$ cat config.mk
export PLATFORM = sky130hd
export DESIGN_NAME = multicycle_control_flat
export DESIGN_NICKNAME = d
export VERILOG_FILES = /design/src/rtl/multicycle_control_if.sv /design/src/rtl/multicycle_control.sv /design/src/flat_wrapper.sv
export SDC_FILE = /design/constraint.sdc
export NUM_CORES = 1
export LEC_CHECK = 0
export BUFFER_PORTS_ARGS = -buffer_cell sky130_fd_sc_hd__buf_2
export CAP_MARGIN = 20
export CORE_UTILIZATION = 34
export CTS_BUF_LIST = sky130_fd_sc_hd__clkbuf_4
export CTS_CLUSTER_SIZE = 25
export DETAILED_ROUTE_END_ITERATION = 8
export GPL_TIMING_DRIVEN = 0
export SETUP_SLACK_MARGIN = 0.1
export SYNTH_ARGS = -nofsm -noshare
export SYNTH_HDL_FRONTEND = slang
export SYNTH_SLANG_ARGS = --single-unit
$ cat constraint.sdc
create_clock -name clk -period 4.7 [get_ports clk]
set_clock_uncertainty 0.2 [all_clocks]
set_input_delay 0.47 -clock clk [delete_from_list [all_inputs] [get_ports clk]]
set_output_delay 0.47 -clock clk [all_outputs]
set_load 0.05 [all_outputs]
$ cat src/rtl/multicycle_control_if.sv
// Control bundle between the multi-cycle FSM and the RV64 datapath:
// opcode/zero flow up from the datapath, enable and select strobes flow down.
interface multicycle_control_if;
    logic [6:0] opcode;
    logic       zero;
    logic       pc_write;
    logic       old_pc_write;
    logic       ir_write;
    logic       mem_read;
    logic       mem_write;
    logic       i_or_d;
    logic       reg_write;
    logic       mem_to_reg;
    logic [1:0] alu_src_a;
    logic [1:0] alu_src_b;
    logic [1:0] alu_op;
    logic       pc_source;

    modport master (
        input  opcode, zero,
        output pc_write, old_pc_write, ir_write, mem_read, mem_write, i_or_d,
               reg_write, mem_to_reg, alu_src_a, alu_src_b, alu_op, pc_source
    );

    modport slave (
        output opcode, zero,
        input  pc_write, old_pc_write, ir_write, mem_read, mem_write, i_or_d,
               reg_write, mem_to_reg, alu_src_a, alu_src_b, alu_op, pc_source
    );
endinterface

$ cat src/rtl/multicycle_control.sv
// Multi-cycle RV64 main control FSM: Moore strobe decode per step, cycle and
// retired-instruction counters, and a sticky illegal-opcode trap.
module multicycle_control #(
    parameter int CNT_W = 64
) (
    input  logic                 clk,
    input  logic                 reset,
    input  logic                 run,
    multicycle_control_if.master bus,
    output logic                 halted,
    output logic                 illegal_op,
    output logic [CNT_W-1:0]     cycle_count,
    output logic [CNT_W-1:0]     instret_count
);
    localparam logic [6:0] OP_R     = 7'b0110011;
    localparam logic [6:0] OP_I     = 7'b0010011;
    localparam logic [6:0] OP_LD    = 7'b0000011;
    localparam logic [6:0] OP_SD    = 7'b0100011;
    localparam logic [6:0] OP_BRNCH = 7'b1100011;

    localparam logic [1:0] SRC_A_PC    = 2'b00;
    localparam logic [1:0] SRC_A_REG   = 2'b01;
    localparam logic [1:0] SRC_A_OLDPC = 2'b10;
    localparam logic [1:0] SRC_B_REG   = 2'b00;
    localparam logic [1:0] SRC_B_FOUR  = 2'b01;
    localparam logic [1:0] SRC_B_IMM   = 2'b10;
    localparam logic [1:0] SRC_B_IMM2  = 2'b11;
    localparam logic [1:0] ALU_ADD     = 2'b00;
    localparam logic [1:0] ALU_SUB     = 2'b01;
    localparam logic [1:0] ALU_FUNCT   = 2'b10;

    typedef enum logic [3:0] {
        IDLE,
        FETCH,
        DECODE,
        EXEC_R,
        EXEC_I,
        MEM_ADDR,
        MEM_RD,
        MEM_WB,
        MEM_WR,
        ALU_WB,
        BRANCH,
        TRAP
    } state_t;

    state_t state, next_state;
    logic   retire;
    logic   active;

    always_ff @(posedge clk or posedge reset) begin
        if (reset) state <= IDLE;
        else       state <= next_state;
    end

    // Retiring states pick the follow-on step from run; anything mid-flight
    // ignores run so a started instruction always completes.
    always_comb begin
        next_state = state;
        retire     = 1'b0;
        unique case (state)
            IDLE:     if (run) next_state = FETCH;
            FETCH:    next_state = DECODE;
            DECODE: begin
                unique case (bus.opcode)
                    OP_R:          next_state = EXEC_R;
                    OP_I:          next_state = EXEC_I;
                    OP_LD, OP_SD:  next_state = MEM_ADDR;
                    OP_BRNCH:      next_state = BRANCH;
                    default:       next_state = TRAP;
                endcase
            end
            EXEC_R:   next_state = ALU_WB;
            EXEC_I:   next_state = ALU_WB;
            MEM_ADDR: next_state = (bus.opcode == OP_LD) ? MEM_RD : MEM_WR;
            MEM_RD:   next_state = MEM_WB;
            MEM_WB, MEM_WR, ALU_WB, BRANCH: begin
                retire     = 1'b1;
                next_state = run ? FETCH : IDLE;
            end
            TRAP:     next_state = TRAP;
            default:  next_state = IDLE;
        endcase
    end

    always_comb begin
        bus.pc_write     = 1'b0;
        bus.old_pc_write = 1'b0;
        bus.ir_write     = 1'b0;
        bus.mem_read     = 1'b0;
        bus.mem_write    = 1'b0;
        bus.i_or_d       = 1'b0;
        bus.reg_write    = 1'b0;
        bus.mem_to_reg   = 1'b0;
        bus.alu_src_a    = SRC_A_PC;
        bus.alu_src_b    = SRC_B_REG;
        bus.alu_op       = ALU_ADD;
        bus.pc_source    = 1'b0;
        halted           = 1'b0;
        illegal_op       = 1'b0;
        unique case (state)
            IDLE: halted = 1'b1;
            FETCH: begin
                bus.mem_read     = 1'b1;
                bus.ir_write     = 1'b1;
                bus.old_pc_write = 1'b1;
                bus.alu_src_a    = SRC_A_PC;
                bus.alu_src_b    = SRC_B_FOUR;
                bus.alu_op       = ALU_ADD;
                bus.pc_write     = 1'b1;
            end
            DECODE: begin
                bus.alu_src_a = SRC_A_OLDPC;
                bus.alu_src_b = SRC_B_IMM2;
                bus.alu_op    = ALU_ADD;
            end
            EXEC_R: begin
                bus.alu_src_a = SRC_A_REG;
                bus.alu_src_b = SRC_B_REG;
                bus.alu_op    = ALU_FUNCT;
            end
            EXEC_I: begin
                bus.alu_src_a = SRC_A_REG;
                bus.alu_src_b = SRC_B_IMM;
                bus.alu_op    = ALU_FUNCT;
            end
            MEM_ADDR: begin
                bus.alu_src_a = SRC_A_REG;
                bus.alu_src_b = SRC_B_IMM;
                bus.alu_op    = ALU_ADD;
            end
            MEM_RD: begin
                bus.mem_read = 1'b1;
                bus.i_or_d   = 1'b1;
            end
            MEM_WB: begin
                bus.reg_write  = 1'b1;
                bus.mem_to_reg = 1'b1;
            end
            MEM_WR: begin
                bus.mem_write = 1'b1;
                bus.i_or_d    = 1'b1;
            end
            ALU_WB: bus.reg_write = 1'b1;
            // Only combinational path through the block: branch taken on zero.
            BRANCH: begin
                bus.alu_src_a = SRC_A_REG;
                bus.alu_src_b = SRC_B_REG;
                bus.alu_op    = ALU_SUB;
                bus.pc_source = 1'b1;
                bus.pc_write  = bus.zero;
            end
            TRAP: begin
                halted     = 1'b1;
                illegal_op = 1'b1;
            end
            default: halted = 1'b1;
        endcase
    end

    assign active = (state != IDLE) && (state != TRAP);

    always_ff @(posedge clk or posedge reset) begin
        if (reset) begin
            cycle_count   <= '0;
            instret_count <= '0;
        end else begin
            if (active) cycle_count   <= cycle_count + 1'b1;
            if (retire) instret_count <= instret_count + 1'b1;
        end
    end

    a_mem_excl: assert property (@(posedge clk) disable iff (reset)
        !(bus.mem_read && bus.mem_write));
    a_wr_excl: assert property (@(posedge clk) disable iff (reset)
        !(bus.reg_write && bus.pc_write));
endmodule

$ cat src/flat_wrapper.sv
// flat-port wrapper written by rule: the top's interface ports become plain ports
module multicycle_control_flat 
#(
    parameter int CNT_W = 64
)
  (clk, reset, run, halted, illegal_op, cycle_count, instret_count, bus_opcode, bus_zero, bus_pc_write, bus_old_pc_write, bus_ir_write, bus_mem_read, bus_mem_write, bus_i_or_d, bus_reg_write, bus_mem_to_reg, bus_alu_src_a, bus_alu_src_b, bus_alu_op, bus_pc_source);
  multicycle_control_if bus_i ();
  input  logic clk;
  input  logic reset;
  input  logic run;
  output logic halted;
  output logic illegal_op;
  output logic [CNT_W-1:0] cycle_count;
  output logic [CNT_W-1:0] instret_count;
  input wire logic [$bits(bus_i.opcode)-1:0] bus_opcode;
  input wire logic [$bits(bus_i.zero)-1:0] bus_zero;
  output wire logic [$bits(bus_i.pc_write)-1:0] bus_pc_write;
  output wire logic [$bits(bus_i.old_pc_write)-1:0] bus_old_pc_write;
  output wire logic [$bits(bus_i.ir_write)-1:0] bus_ir_write;
  output wire logic [$bits(bus_i.mem_read)-1:0] bus_mem_read;
  output wire logic [$bits(bus_i.mem_write)-1:0] bus_mem_write;
  output wire logic [$bits(bus_i.i_or_d)-1:0] bus_i_or_d;
  output wire logic [$bits(bus_i.reg_write)-1:0] bus_reg_write;
  output wire logic [$bits(bus_i.mem_to_reg)-1:0] bus_mem_to_reg;
  output wire logic [$bits(bus_i.alu_src_a)-1:0] bus_alu_src_a;
  output wire logic [$bits(bus_i.alu_src_b)-1:0] bus_alu_src_b;
  output wire logic [$bits(bus_i.alu_op)-1:0] bus_alu_op;
  output wire logic [$bits(bus_i.pc_source)-1:0] bus_pc_source;
  assign bus_i.opcode = bus_opcode;
  assign bus_i.zero = bus_zero;
  assign bus_pc_write = bus_i.pc_write;
  assign bus_old_pc_write = bus_i.old_pc_write;
  assign bus_ir_write = bus_i.ir_write;
  assign bus_mem_read = bus_i.mem_read;
  assign bus_mem_write = bus_i.mem_write;
  assign bus_i_or_d = bus_i.i_or_d;
  assign bus_reg_write = bus_i.reg_write;
  assign bus_mem_to_reg = bus_i.mem_to_reg;
  assign bus_alu_src_a = bus_i.alu_src_a;
  assign bus_alu_src_b = bus_i.alu_src_b;
  assign bus_alu_op = bus_i.alu_op;
  assign bus_pc_source = bus_i.pc_source;
  multicycle_control #(.CNT_W(CNT_W)) u_core (.clk(clk), .reset(reset), .run(run), .bus(bus_i), .halted(halted), .illegal_op(illegal_op), .cycle_count(cycle_count), .instret_count(instret_count));
endmodule
======== Word-level counts from Yosys, hierarchy flattened ========
Index checks and enable logic that the tools add are counted.
Widths: inputs -> output; s select.
operators by class
  reduce and logical (&&, ||, !) cells .... 12
  add/sub/neg operators ................... 2
  equal/unequal tests ..................... 18
  multiplexer cells ....................... 19
operators by type and width
  kind                   number
  $add 64x1->64 const B  2
  $pmux 4 s8             1
  $eq 4x3->1 const B     4
  $eq 4x4->1 const B     4
  $pmux 4 s4             1
  $eq 7x6->1 const B     2
  $reduce_or 2->1        6
  $mux 1                 11
  $reduce_or 10->1       1
  $eq 4x2->1 const B     2
  $mux 4                 2
  $pmux 2 s2             2
  $reduce_or 4->1        2
  $eq 7x2->1 const B     1
  $eq 7x5->1 const B     1
  $eq 7x7->1 const B     1
  $pmux 2 s3             1
  $eq 4x1->1 const B     1
  $logic_not 4->1        1
  $ne 4x4->1 const B     1
  $reduce_bool 4->1      1
  $ne 2x2->1 const B     1
  $pmux 1 s2             1
  $logic_and 1x1->1      1
word-level totals
  output and inout port bits .............. 145
  bits of input ports ..................... 11
  register bits ........................... 132

======== Logic depth before layout (Yosys ltp) ========
  word-level depth ........................ 4
  depth in mapped cells ................... 8
  gate-level depth less buffers ........... 6

======== Worst setup path after synthesis ========
OpenSTA, ideal clock, no wires.
  kind .................................... reg2out
  start point ............................. register u_core.state[2]
  end point ............................... output port bus_alu_src_b[0]
  path slack .............................. 1757 ps
  data arrival time ....................... 2273 ps
  cell stages (with the launch flop) ...... 5
  data required time ...................... 4030 ps
  path through ............................ dfrtp_1 clkbuf_1 clkbuf_1 nor3_1 or2_2
between the ends
  word-level cells in the longest chain between the ends .. 3
  elaborated cells between the ends (all ways) .. 6
  those cells by class .................... eq/ne: 4; mux: 1; reduce/logical: 1
ends and longest elaborated chain
  element                           RTL line                   text
  start: declaration                multicycle_control.sv:47   state_t state, next_state;
  start signal: assignment          multicycle_control.sv:53   else state <= next_state;
  $eq 4x3->1                        multicycle_control.sv:101  unique case (state)
  $reduce_or 2->1 (no source line)  --
  $pmux 2 s3 (*)                    multicycle_control.sv:101
  end: declaration                  flat_wrapper.sv:26         output wire logic [$bits(bus_i.alu_src_b)-1:0] bus_alu_src_b;
Every way passes the cells marked *; elsewhere a longest branch is shown, timed or not.

======== Final worst setup path ========
  start point ............................. register u_core.instret_count[0]
  end point ............................... register u_core.instret_count[60]
between the ends
  word-level cells in the longest chain between the ends .. 1
ends and longest elaborated chain
  element                   RTL line                   text
  start: declaration        multicycle_control.sv:13   output logic [CNT_W-1:0] instret_count
  start signal: assignment  multicycle_control.sv:169  if (retire) instret_count <= instret_count + 1'b1;
  $add 64x1->64             multicycle_control.sv:169
No other way between the ends.
A chain may end at the register's enable or synchronous reset.

==> run_results.csv <==
group,metric,value,unit
outcome,status,"finished, final reports clean",
grt,grtUsageTotal,0.1710,
final_layout,final_core_util,0.4277,
critical_path,ff2ff_path_depth,7,
routing,drc,0,
yosys,yosysWarnings,0,
timing,period_share,0.6736,
power,intPower,1974,uW
yosys,synth-seq-area-share,0.5053,
timing,fmax,315.8,MHz
placement,dp.cells,1033,
critical_path,cp-start-kind,"flip-flop",
clocking,clk_pin_slew,120,ps
critical_path,ff2ff_setup_slack,1530,ps
job,maxCapViolCount,0,
critical_path,critPathKind,"flip-flop to flip-flop",
yosys,synthArstFlopShare,1.000,
routing,via_count,5457,
critical_path,worstSetupEndpoint,"u_core.instret_count[60]",
final_layout,antenna_cells,0,
final_layout,layout-drive-gt1-share,0.2548,
floorplan,dieArea,19790,um^2
power,power_frac_comb,0.285,
clocking,cts_buffer_depth,2,
routing,vias_per_cell,5.119,
timing,rsz0062_at_grt,"no",
critical_path,crit_path_cell_trace,"ha_1 > nand4_1 > nor4_1 > and3_1 > clkbuf_1 > nand4_1 > xnor2_1",
placement,dp_hpwl,11990,um
yosys,synth_cell_types,48,
power,peakVddDrop,0.4725,mV
critical_path,cp_common_cell,"nand4_1",
timing,hold_viol_final,0,
critical_path,path_max_fanout,10,
clocking,cts.sinks,132,
yosys,ys.flop_type,"dfrtp_1",
critical_path,end_kind,"flip-flop",
hold_path,min_path_type,"input pin to flip-flop",
critical_path,worstReg2RegStart,"u_core.instret_count[0]",
floorplan,die_y,140.7,um
power,power_frac_seq,0.410,
final_layout,final_cells,1066,
final_layout,area_growth,22.78,%
yosys,synth_edf_count,0,
timing,period_needed,3166,ps
floorplan,rows,50,
grt,grt_pass1_wl,26880,um
routing,totalWireLength,16520,um
grt,gr-total-overflow,0,
routing,wire_per_inst,15.50,um
yosys,synth.top_cells.by_area,"dfrtp_1 51%, xnor2_1 10%, xor2_1 6.6%",
clocking,cts_resized,0,
yosys,syn-cell-area,6538,um^2
grt,grt_pass1_vias,5101,
floorplan,core_region_area,18770,um^2
power,p_leak,0.004020,uW
floorplan,start_util,0.3483,
clocking,cts_tree,"built",
power,switching_share,0.3777,
power,p_sw,1198,uW
timing,setup_viol_count_final,0,
critical_path,required,4910,ps
critical_path,worstPathArrival,3380,ps
grt,antenna_found_initial,0,
yosys,synth_top_area_share,0.5053,
critical_path,critPathSlowestCell,"nor4_1",
clocking,clock_latency,530,ps
floorplan,die_x,140.7,um
power,clock_power_share,0.305,
floorplan,io_pins,156,
routing,ant_nets,0,
routing,drt_iter0_drc,224,
timing,finalMaxSlewViolations,0,
yosys,synthCells,642,
final_layout,layout_commonest_cell,"buf_2",
placement,place.gp.congestion,0.8304,
placement,port-buffer-count,155,
clocking,cts.root.buffer_cell,"clkbuf_4",
power,power_density,395.2,nW/um^2
yosys,yosysTopAreaCell,"dfrtp_1",
critical_path,rr_endpoint,"u_core.instret_count[60]",
yosys,syn_avg_cell_area,10.18,um^2
clocking,h-tree-depth,4,
critical_path,path_buf_inv,1,
placement,place_ws,1593,ps
power,p_total,3172,uW
routing,first_pass_iters,4,
yosys,synth_seq_cells,132,
final_layout,fin_nets,833,
critical_path,startpoint,"u_core.instret_count[0]",
timing,slew_headroom,0.3037,
clocking,cts_buffers,17,
critical_path,worst_path_dominant_cell_family,"simple AND/OR/NAND/NOR gates",
timing,layout_setup_ws,1534,ps
critical_path,critPathMaxStageDelay,850,ps
critical_path,cp_num_cells,7,
final_layout,layout_common_cells,"159 x buf_2, 132 x dfrtp_1, 78 x xnor2_1, 65 x nand2_1, 52 x nand4_1",
yosys,syn_nets,655,
timing,tightest_slew,1036,ps
grt,grt_max_degree,68,
cell type report:
type,count,area [um^2]
clock inverter,13,230.2
inverter,9,38.79
clock buffer,18,135.1
buffer,20,93.84
sequential,132,3303
timing repair buffer,159,825.8
tap,234,292.8
fill,1864,10740
multi-input combinational,481,3107
worst min-delay path by stage:
stage / startpoint / to / slack [ps] / depth (start not counted)
after detailed placement: u_core.cycle_count[50] / u_core.cycle_count[50] / 280 / 1
after CTS: run / u_core.state[0] / 30 / 3
final: run / u_core.state[0] / 100 / 3
after global routing: run / u_core.state[0] / 50 / 3
after floorplan: u_core.state[0] / u_core.state[0] / 430 / 2
after global placement: u_core.instret_count[63] / u_core.instret_count[63] / 260 / 1
cells in the mapped netlist, drive strengths merged, types with 2 or more instances:
master / number
dfrtp: 132
xnor2: 78
nand2: 65
nand4: 54
xor2: 49
nand3: 47
nor3: 38
nor2: 37
and3: 26
nor4: 20
clkbuf: 11
and4: 10
buf: 9
inv: 9
and2: 8
or4: 7
a21oi: 5
nand2b: 4
o21ai: 4
or3: 4
or2: 3
and4b: 2
ha: 2
mux2: 2
o21bai: 2
state kept, by name (all words and copies together) (netlist names):
name                  count
u_core.instret_count     64
u_core.state              4
u_core.cycle_count       64
through the flow:
step                hold WS, ps  TNS (ps)  instance area, um^2
finish                    95.55         0                 8026
global route              53.75         0                 8026
CTS                       32.31         0                 8019
detailed placement        276.8         0                 7644
global placement          260.0   -156860                 7606
floorplan                 426.9         0                 6538
worst min-delay path, cell delays in order:
cell      delay [ps]
buf_2            120
nor3_1           130
a221oi_1          70
cell families (layout without fill, tap and decap cells):
group                    count (synthesis)  in the layout  share of synthesized area
multiplexers                             2              2                   0.003445
AO/OA/AOI/OAI                           21             21                    0.02201
adder cells (fa/ha/maj)                  2              2                   0.003827
flip-flops                             132            132                     0.5053
AND/OR/NAND/NOR                        329            329                     0.2758
buffers and inverters                   29            219                    0.01952
XOR/XNOR                               127            127                     0.1701
power by group through the flow:
stage               registers (uW)  logic [uW]  clock network, uW
global placement              1320         894                  0
detailed placement            1320         906                  0
CTS                           1300         908                996
floorplan                     1480         532                  0
finish                        1300         904                967
global route                  1310         967               1040
metal layers:
metal / track usage / up-vias / routed length (um)
met4: 0.04634 / 0 / 144
met2: 0.2802 / 143 / 7824
met3: 0.04178 / 13 / 853
li1: - / 2644 / -
met1: 0.2253 / 2657 / 7700
met5: 0 / - / 0
what timing repair did:
action | in CTS | in global routing
buffers inserted | 0 | 0
hold buffers | 1 | 0
endpoints found under the setup margin | 0 | 0
hold endpoints to repair | 65 | 0
Power figures use the tool's default switching activity.
